### src/rtl/fadd_align.sv
// fadd_align: FP32 add/sub front end (unpack, swap, align with sticky, add/sub) before normalization.
// Define FADD_ALIGN_FAST_EN for a single-cycle barrel-shift align instead of the serial shifter.
module fadd_align (
    input  logic        clk,
    input  logic        rst,
    input  logic        in_valid,
    output logic        in_ready,
    input  logic [31:0] a,
    input  logic [31:0] b,
    input  logic        sub,
    output logic        out_valid,
    input  logic        out_ready,
    output logic        sign,
    output logic [7:0]  temp_exp,
    output logic [27:0] cal_frac
);
    typedef enum logic [1:0] {IDLE, ALIGN, ADD, DONE} state_t;
    state_t state, state_nxt;
    logic [26:0] mx, my, my_nxt, ma, mb;
    logic [7:0]  ex, ea, eb, diff;
    logic [4:0]  cnt, n;
    logic        sx, sy, swap, eff_sub, last;
    logic [27:0] res;
    assign ea = |a[30:23] ? a[30:23] : 8'd1;
    assign eb = |b[30:23] ? b[30:23] : 8'd1;
    assign ma = {|a[30:23], a[22:0], 3'b000};
    assign mb = {|b[30:23], b[22:0], 3'b000};
    assign swap = b[30:0] > a[30:0];
    assign diff = swap ? eb - ea : ea - eb;
    assign n = diff > 8'd27 ? 5'd27 : diff[4:0];
`ifdef FADD_ALIGN_FAST_EN
    logic [26:0] mask;
    assign mask = (27'd1 << cnt) - 27'd1;
    assign my_nxt = (my >> cnt) | {26'd0, |(my & mask)};
    assign last = 1'b1;
`else
    // shifted-out bits accumulate into bit 0 as sticky
    assign my_nxt = cnt != 5'd0 ? {1'b0, my[26:1]} | {26'd0, my[0]} : my;
    assign last = cnt <= 5'd1;
`endif
    assign eff_sub = sx ^ sy;
    assign res = eff_sub ? {1'b0, mx} - {1'b0, my} : {1'b0, mx} + {1'b0, my};
    assign in_ready = state == IDLE;
    assign out_valid = state == DONE;
    always_comb begin
        state_nxt = state;
        case (state)
            IDLE:  state_nxt = in_valid ? ALIGN : IDLE;
            ALIGN: state_nxt = last ? ADD : ALIGN;
            ADD:   state_nxt = DONE;
            DONE:  state_nxt = out_ready ? IDLE : DONE;
            default: state_nxt = IDLE;
        endcase
    end
    always_ff @(posedge clk or posedge rst) begin
        if (rst) begin
            state <= IDLE;
            mx <= '0;
            my <= '0;
            ex <= '0;
            sx <= 1'b0;
            sy <= 1'b0;
            cnt <= '0;
            sign <= 1'b0;
            temp_exp <= '0;
            cal_frac <= '0;
        end else begin
            state <= state_nxt;
            if (state == IDLE && in_valid) begin
                mx <= swap ? mb : ma;
                my <= swap ? ma : mb;
                ex <= swap ? eb : ea;
                sx <= swap ? b[31] ^ sub : a[31];
                sy <= swap ? a[31] : b[31] ^ sub;
                cnt <= n;
            end else if (state == ALIGN) begin
                my <= my_nxt;
`ifdef FADD_ALIGN_FAST_EN
                cnt <= 5'd0;
`else
                cnt <= cnt != 5'd0 ? cnt - 5'd1 : 5'd0;
`endif
            end else if (state == ADD) begin
                cal_frac <= res;
                temp_exp <= ex;
                sign <= (eff_sub && res == 28'd0) ? 1'b0 : sx;
            end
        end
    end
endmodule

### config.mk
export PLATFORM = sky130hd
export DESIGN_NAME = fadd_align
export DESIGN_NICKNAME = d
export VERILOG_FILES = /design/src/rtl/fadd_align.sv
export SDC_FILE = /design/constraint.sdc
export NUM_CORES = 1
export LEC_CHECK = 0
export BUFFER_PORTS_ARGS = -buffer_cell sky130_fd_sc_hd__buf_2
export CAP_MARGIN = 20
export CORE_MARGIN = 2
export CORE_UTILIZATION = 45
export CTS_CLUSTER_DIAMETER = 200
export DETAILED_ROUTE_END_ITERATION = 10
export PLACE_DENSITY = 0.68
export SLEW_MARGIN = 20
export SYNTH_ARGS = -nofsm -noshare
export SYNTH_HDL_FRONTEND = slang
export SYNTH_SLANG_ARGS = --single-unit
### constraint.sdc
create_clock -name clk -period 3.7 [get_ports clk]
set_input_delay 0.185 -clock clk [delete_from_list [all_inputs] [get_ports clk]]
set_output_delay 0.185 -clock clk [all_outputs]
set_load 0.1 [all_outputs]
== Word level (Yosys, flattened, before mapping) ==
Cells that the tools add are included.
Storage, ports and cells
  register bits: 108
  bits of input ports: 69
  word-level logic and storage cells: 58
Operators by class
  $add $sub $neg: 5
  $lt $le $gt $ge: 3
  equality and inequality tests: 3
  muxes and demuxes: 21
  bitwise logic cells: 5
  reduce and logical (&&, ||, !) cells: 11
Operator list (count)
  $mux 27: 5
  $mux 8: 4
  $gt 31x31->1: 1
  $add 27x27->28: 1
  $logic_not 28->1: 1
  $mux 28: 1
  $sub 27x27->28: 1
  $or 26x1->26: 1
  $mux 5: 4
  $reduce_or 8->1: 2
  $sub 8x8->8: 2
  $gt 8x5->1 const B: 1
  $pmux 2 s4: 1
  $le 5x1->1 const B: 1
  $reduce_bool 5->1: 1
  $sub 5x1->5 const B: 1
  $eq 2x2->1 const B: 2
  $mux 1: 4
  $mux 2: 2
  $reduce_bool 2->1: 2
  $reduce_and 3->1: 1
  $eq 2x1->1 const B: 1
  $logic_and 1x1->1: 2
  $logic_not 2->1: 1
  3 further kinds: 5

== Depth between registers and ports, before layout ==
Gate-level depths: netlist of the first run.
  depth after elaboration: 7
  depth in mapped cells: 20
  depth with buffers taken out: 18

== Worst setup path before layout of the first run ==
Ideal clock, no wire load.
  path kind: reg2reg
  start point: register my[0]
  end point: register sign
  arrival: 3.745 ns
  slack: -0.177 ns
  cell stages (with the launch flop): 19
  path buffers: 2
  clock period less this slack: 3.877 ns
  cells stage by stage: dfrtp_1 inv_1 ha_1 buf_2 and3_1 nor3b_1 nand2_1 nand2_1 xor2_1 ha_1 clkbuf_1 and3_1 nand3_1 or4_1 o21ai_0 xnor2_1 nand4bb_1 nor4_1 a21oi_1
On the way
  cells in the longest elaborated chain, start to end: 5
RTL lines
  start, declared: line 19  | logic [26:0] mx, my, my_nxt, ma, mb;
  start signal, assigned: line 71  | my <= swap ? ma : mb;
  start signal, assigned: line 77  | my <= my_nxt;
  $add 27x27->28 or $sub 27x27->28 (tied branches): line 42  | assign res = eff_sub ? {1'b0, mx} - {1'b0, my} : {1'b0, mx} + {1'b0, my};
  $mux 28 *: line 42
  $logic_not 28->1 *: line 86  | sign <= (eff_sub && res == 28'd0) ? 1'b0 : sx;
  $logic_and 1x1->1 *: line 86
  $mux 1 *: line 86
  end signal, assigned: line 86
  end, declared: line 13  | output logic sign,
Every way passes the cells marked *; elsewhere a longest branch is shown, timed or not.
A chain may end at the register's enable or synchronous reset.

== Final worst setup path of the first run ==
  start point: register my[2]
  end point: register sign
The elaborated chain is that of the path after synthesis.

==> results by group, run 1 <==
Worst setup path
  – Critical path type: reg2reg
  – Peak fanout along the critical path: 4
  – Startpoint Class: register
  – Worst r2r path cells: 16
  – CP arrival: between 3000 and 4000 ps
  – Reg2reg end: sign$_DFFE_PP0P_
  – CP required: 3940 ps
  – Crit path capture type: register
  – Reg2Reg Setup Slack: 110 ps
  – Reg2reg start: my[2]$_DFFE_PP0P_

Clock tree
  – Clk pin slew, worst setup/hold paths: 80 ps
  – Root Buffer: clkbuf_16
  – Number of CTS-inserted buffers: 9
  – H-tree depth: 3
  – Clk sinks: 105
  – Clk Latency, worst-skew pair: around 360 ps
  – Clk buf depth: 2
  – CTS tree: yes

Drt
  – Total Routed Length: around 23 mm
  – Via-to-Cell Ratio: 5.44
  – DRC: 0
  – Detailed-route via count: 8,176
  – DR top layer: met4
  – Drt first pass iters: 5
  – Final ANT Viol Nets: 0
  – Starting DRT DRC Count: between 400 and 500
  – Metal-1 WL: about 11 mm
  – Wire length on met3: ~960 µm
  – Met2 WL: around 11 mm
  – WL/cell: roughly 15 µm

STA
  – Final hold slack: 95.1 ps
  – Slew Limit Fails: 0
  – Min Clock Period, post-route: between 3000 and 4000 ps
  – Max frequency: 278 MHz
  – Tcrit/Tclk final: between 90 and 100%
  – Final setup viols: 0
  – Final Skew: 8.18 ps
  – Final Hold Viols: 0
  – Tightest Pin Transition: between 1000 and 1500 ps
  – Max-slew headroom: between 30% and 40%
  – RSZ-0062 raised after global routing: true
  – Final worst slack: between 100 and 150 ps

Place
  – Routability cong.: around 0.93
  – Port bufs: between 100 and 150
  – Dpl ws: -132 ps
  – Dpl cells: between 1,000 and 1,500
  – Post-DP HPWL: between 15 and 20 mm
  – Placement Cell Area: roughly 10,000 µm²

Synth
  – Mapped Area: 8760 µm²
  – Synth unique cells: just under 70
  – Syn Nets: about 1,200
  – Synthesized area per cell: 8.03 µm²
  – Primary FF master, synth: dfrtp_1
  – Ys async rst share: 100%
  – FF+latch count, synth: between 100 and 150
  – Gate Count Post-Synth: about 1,100
  – Post-synth EDFFs: 0
  – Seq/Total Area, Yosys: 30.0%
  – Syn. warnings: 0

Min path
  – Worst Hold End: state[0]$_DFF_PP0_
  – Hold path depth: 3
  – Hold Path Origin: in_valid
  – HP Class: in2reg

Layout
  – Area delta synth->final: 21.2%
  – Fill cells: between 1,500 and 2,000
  – Commonest non-fill, non-tap cells in the layout: nand2_1, buf_2, dfrtp_1
  – Layout Nets: approximately 1,400
  – Final Non-Filler Cells: between 1,500 and 2,000
  – Commonest non-fill, non-tap cell in the layout: nand2_1
  – Final Instance Area: 10,600 µm²
  – Area of the multi-input gates: 5890 µm²
  – Area taken by flip-flops and latches: about 2600 µm²
  – Share of layout cells above drive strength 1: between 20% and 30%

GRT
  – Vias in the first global route: 7,441
  – Residual overflow from global routing: 0
  – GRT Util Overall: 22.1%
  – Initial antenna violation count: 1
  – First-pass GRT wire length: roughly 37 mm
  – Pin count of the biggest net entering global routing: 59

Floorplan
  – Height of the die: 144 µm
  – Core Box Area: 19,300 µm²
  – Rows: between 50 and 60
  – Initial Util: between 40% and 50%
  – Die area: 20,600 µm²
  – I/O pin cnt: 108
  – DIE WIDTH: about 140 µm

Run status
  – Outcome: finished clean

Flow run
  – Max cap viols: 0
state kept, by name, summed over array words and instances (netlist names):
register,count
sign,1
cal_frac,28
sy,1
my,27
mx,24
sx,1
temp_exp,8
ex,8
cnt,5
state,2
cells by family after synthesis:
logic type	count (synthesis)	share of synthesized area, %
muxes	42	4.91
DFF	105	30.0
xor gates and xnor gates	53	5.30
AOI/OAI and AO/OA	337	24.0
buffers and inverters	132	6.04
adders and majority gates	75	10.9
and+or+nand+nor	347	18.9
cell type report:
| type | count | area share, % |
|---|---|---|
| Multi-Input combinational cell | 854 | 55.5 |
| Clock buffer | 9 | 2.12 |
| Inverter | 68 | 2.45 |
| Clock inverter | 7 | 0.578 |
| Tap cell | 265 | 3.12 |
| Antenna cell | 1 | 0.0236 |
| Timing Repair Buffer | 195 | 11.4 |
| Sequential cell | 105 | 24.8 |
stage by stage:
stage	setup TNS [ps]	util, %
after global routing	-274	55.1
after detailed placement	-253	52.0
after floorplan	0	-
after CTS	0	53.6
final	0	55.1
after global placement	-6.42	52.0
worst max-delay path by stage:
stage | slack (ps) | end | start | depth (start not counted)
final | 110 | sign$_DFFE_PP0P_ | my[2]$_DFFE_PP0P_ | 16
after global placement | -5 | sign$_DFFE_PP0P_ | my[5]$_DFFE_PP0P_ | 17
after detailed placement | -130 | cal_frac[27]$_DFFE_PP0P_ | my[5]$_DFFE_PP0P_ | 17
after CTS | 10 | sign$_DFFE_PP0P_ | my[1]$_DFFE_PP0P_ | 17
after floorplan | 20 | sign$_DFFE_PP0P_ | my[0]$_DFFE_PP0P_ | 18
after global routing | -100 | cal_frac[27]$_DFFE_PP0P_ | my[2]$_DFFE_PP0P_ | 16
worst max-delay path, cell delays in order, from the launching register on:
cell and delay, ps:
dfrtp_1 410, nor4_4 370, and3_4 260, nor3b_4 250, nand2_2 140, buf_6 160
o21ai_2 110, xor2_1 190, ha_1 280, buf_4 170, nand4_1 120, nor3_1 70
a211oi_2 240, xor2_1 230, nand2_1 90, nor4_1 280, a21oi_1 100
synth_stat cells, drive strengths merged (2+ instances only):
master	instances	share of area [%]
or2	3	0.21
and3	11	0.79
o21ai	96	5.6
o211ai	5	0.43
nand2b	7	0.50
nor4	13	1.0
or3	2	0.14
a21o	29	2.5
nand2	129	5.5
a31oi	8	0.91
nor3b	6	0.57
a211oi	35	3.0
nand3	17	0.97
inv	68	2.9
nor3	13	0.74
or4	2	0.17
ha	73	10
xor2	21	2.1
xnor2	32	3.2
nor2b	33	2.4
mux2i	37	4.2
o31ai	11	0.94
clkbuf	48	2.1
a2111oi	4	0.47
a21boi	2	0.17
mux2	5	0.69
a22oi	10	0.86
o31a	2	0.21
nor2	82	3.5
nand4	17	1.3
a21oi	105	6.0
o21a	6	0.51
dfrtp	105	30
o21bai	6	0.51
buf	16	1.1
o211a	2	0.23
a31o	2	0.20
o22ai	3	0.21
o41ai	4	0.49
fa	2	0.46
and2	7	0.50
layer usage:
metal  vias to the layer above  GRT usage, %
met5                         -             0
li1                       4149             -
met4                         0          7.48
met3                        37          2.80
met1                      3806          30.0
met2                       184          36.4
repair_timing:
item / 4_1_cts / 5_1_grt
hold endpoints to repair: 35 / 0
buffers inserted: 0 / 5
pin swaps: 1 / 33
resized for setup: 6 / 66
hold buffers: 1 / 0
gates cloned: 0 / 0
endpoints found under the setup margin: 2 / 4
Power of run 1 is not shown: default switching activity piles up to over one toggle a cycle in this logic, so the estimate is an artifact.
==> inputs of run 2 (changes only) <==
Settings changed: BUFFER_PORTS_ARGS -buffer_cell sky130_fd_sc_hd__buf_2 to unset, CORE_MARGIN 2 to unset, DONT_BUFFER_PORTS set to 1, PLACE_DENSITY 0.68 to 0.63.
==> run 2 against run 1 <==
Against the previous run:
- first-iteration DRC count decreased by 0.25%
- cell area decreased by 6.7%
- wire length decreased by 1.7%
- clock skew increased by 5.2 ps
- count of clock-buffer cells in the layout unchanged
- register-to-register slack about the same
- largest cell class unchanged
==> results by group, run 2 (same netlist as run 1, synthesis figures left out) <==
Run status
  – Outcome: finished clean

Layout
  – Layout Nets: 1,259 (-8.6%)
  – Max reg flops: 28 (unchanged)
  – Area of the multi-input gates: 5770 µm² (-2.1%)
  – Share of layout cells above drive strength 1: 12.9% (-9.8 points)
  – Area delta synth->final: 13.0%
  – Area taken by flip-flops and latches: 2630 µm² (unchanged)
  – Commonest non-fill, non-tap cell in the layout: nand2_1
  – Fill cells: 1,875 (+1.6%)
  – Diode count: 0 (-1)
  – Commonest non-fill, non-tap cells in the layout: nand2_1, dfrtp_1, a21oi_1
  – Most flop-heavy register: cal_frac
  – Largest regs: cal_frac: 28 flops, my: 27 flops, mx: 24 flops
  – Final Instance Area: 9900 µm² (-6.7%)

Worst setup path
  – CP arrival: 3860 ps (+30 ps)
  – Worst r2r path cells: 17 (+1)
  – Startpoint Class: register
  – Max stage delay cell, worst path: dfrtp_1
  – Delay of the slowest critical-path stage: 420 ps (about the same)
  – Reg2reg end: sign$_DFFE_PP0P_
  – Crit path capture type: register
  – Peak fanout along the critical path: 7 (+3)
  – Critical path endpoint: sign$_DFFE_PP0P_
  – Buf+Inv Stages, Crit Path: 1 (-1)
  – Top cell by count, worst path: nand2_1
  – Critical path type: reg2reg
  – Reg2Reg Setup Slack: 90 ps (about the same)
  – Levels on crit path: 17 (+1)
  – CP required: 3960 ps (+20 ps)
  – Crit path from: my[2]$_DFFE_PP0P_
  – Top delay family on crit path: simple AND/OR/NAND/NOR gates
  – Reg2reg start: my[2]$_DFFE_PP0P_
  – Cell chain of the critical path: nor4_4, and3_4, nor3b_4, nand2_1, nand2_1, xor2_1, ha_1, buf_4, a21oi_1, o21ai_0, a31oi_2, o21ai_0, a211oi_1, xor2_1, nand2_1, nor4_2, a21oi_1

Min path
  – HP Class: in2reg
  – Hold Path Origin: b[20]

GRT
  – Vias in the first global route: 7,175 (-3.6%)
  – First-pass GRT wire length: 36.1 mm (-1.1%)
  – Most used routing layer: met2
  – GR Layer Usage met1: 29.7% (-0.35 points)
  – Routing usage on met2: 37.3% (+0.87 points)
  – GRT Util Overall: 22.8% (+0.68 points)
  – Residual overflow from global routing: 0 (unchanged)
  – Pin count of the biggest net entering global routing: 80 (+36%)
  – Global Route met3 Usage: 5.91% (+3.1 points)
  – Initial antenna violation count: 0 (-1)

STA
  – Final hold slack: 8.22 ps (-86.9 ps)
  – Setup TNS: 0 ps (unchanged)
  – Final Hold Viols: 0 (unchanged)
  – Max-slew headroom: 32.3% (+0.44 points)
  – Tcrit/Tclk final: 97.5% (+0.29 points)
  – Slew Limit Fails: 0 (unchanged)
  – Final Skew: 13.4 ps (+5.21 ps)
  – Tightest Pin Transition: 1010 ps (-6.52 ps)
  – Min Clock Period, post-route: 3610 ps (+10.9 ps)
  – Final setup viols: 0 (unchanged)
  – RSZ-0062 raised after global routing: true
  – Max frequency: 277 MHz (-0.30%)

Floorplan
  – Die area: 20,000 µm² (-2.8%)
  – Height of the die: 142 µm (-1.4%)
  – DIE WIDTH: 142 µm (-1.4%)
  – Core Box Area: 18,900 µm² (-2.0%)
  – Initial Util: 46.4% (+0.91 points)
  – Rows: 50 (-2.0%)
  – I/O pin cnt: 108 (unchanged)

Drt
  – Via-to-Cell Ratio: 5.55 (+2.0%)
  – WL/cell: 16.3 µm (+7.1%)
  – Starting DRT DRC Count: 400 (-0.25%)
  – Total Routed Length: 22.5 mm (-1.7%)
  – Final ANT Viol Nets: 0 (unchanged)
  – DRC: 0 (unchanged)
  – Drt first pass iters: 5 (unchanged)
  – Detailed-route via count: 7,653 (-6.4%)

Place
  – Routability cong.: 0.921 (-0.62%)
  – Placement Cell Area: 9400 µm² (-6.2%)
  – Port bufs: 0 (-100%)
  – Post-DP HPWL: 17.3 mm (-2.2%)

Clock tree
  – CTS tree: yes
  – H-tree depth: 3 (unchanged)
  – Number of CTS-inserted buffers: 9 (unchanged)
  – Clk Latency, worst-skew pair: 370 ps (about the same)
  – Clk pin slew, worst setup/hold paths: 90 ps (about the same)
  – Root Buffer: clkbuf_16
  – Clk sinks: 105 (unchanged)
  – Clk buf depth: 2 (unchanged)

Flow run
  – Max cap viols: 0 (unchanged)
## run 2: cell types whose count changed in the layout (fill, tap and decap cells not counted), sizes merged
cell,previous run,this run
diode,1,0
buf,194,74
clkinvlp,1,2
dlygate4sd3,1,3
inv,71,70
## run 2: worst min-delay path by stage
stage | slack (ps) | endpoint | cells after the start
2_1_floorplan | 310 | state[0]$_DFF_PP0_ | 2
3_3_place_gp | 320 | state[0]$_DFF_PP0_ | 2
3_5_place_dp | 330 | state[0]$_DFF_PP0_ | 2
4_1_cts | 5 | mx[23]$_DFFE_PP0P_ | 2
5_1_grt | 30 | ex[5]$_DFFE_PP0P_ | 2
6_report | 8 | mx[23]$_DFFE_PP0P_ | 2
## run 2: routing by layer
layer	vias to the layer above	wire length [µm]
li1	3906	-
met1	3547	10300
met2	179	10500
met3	21	1460
met4	0	272
met5	-	0
## run 2: repair_timing
| action | CTS | global route |
|---|---|---|
| endpoints found under the hold margin | 57 | 0 |
| pin swaps | 0 | 16 |
| hold buffers | 3 | 0 |
| setup buffers | 0 | 4 |
| setup endpoints to repair | 2 | 5 |
| gates resized for setup | 1 | 37 |
## run 2: worst register-to-register path, stage by stage, from the launching register on
cell and delay [ps]:
dfrtp_1 420, nor4_4 370, and3_4 250, nor3b_4 230, nand2_1 130, nand2_1 100, xor2_1 140, ha_1 270
buf_4 170, a21oi_1 120, o21ai_0 120, a31oi_2 180, o21ai_0 120, a211oi_1 250, xor2_1 210, nand2_1 90
nor4_2 240, a21oi_1 90
## run 2: layout make-up
class / instances / share of cell area, %
clock buffers: 9 / 2.28
clock inverters: 7 / 0.771
inverters: 68 / 2.63
multi-input cells: 854 / 58.3
flip-flops and latches: 105 / 26.6
well taps: 260 / 3.29
repair buffers: 77 / 6.21
## run 2: per-stage QoR
step,setup WS [ps],utilization [%],instances
final,94.1,52.4,1380
after floorplan,18.9,-,1091
after global routing,-121,52.4,1380
after global placement,78.7,49.7,1357
after detailed placement,8.92,49.7,1357
after CTS,17.7,51.5,1376
Power of run 2 is left out for the same reason.
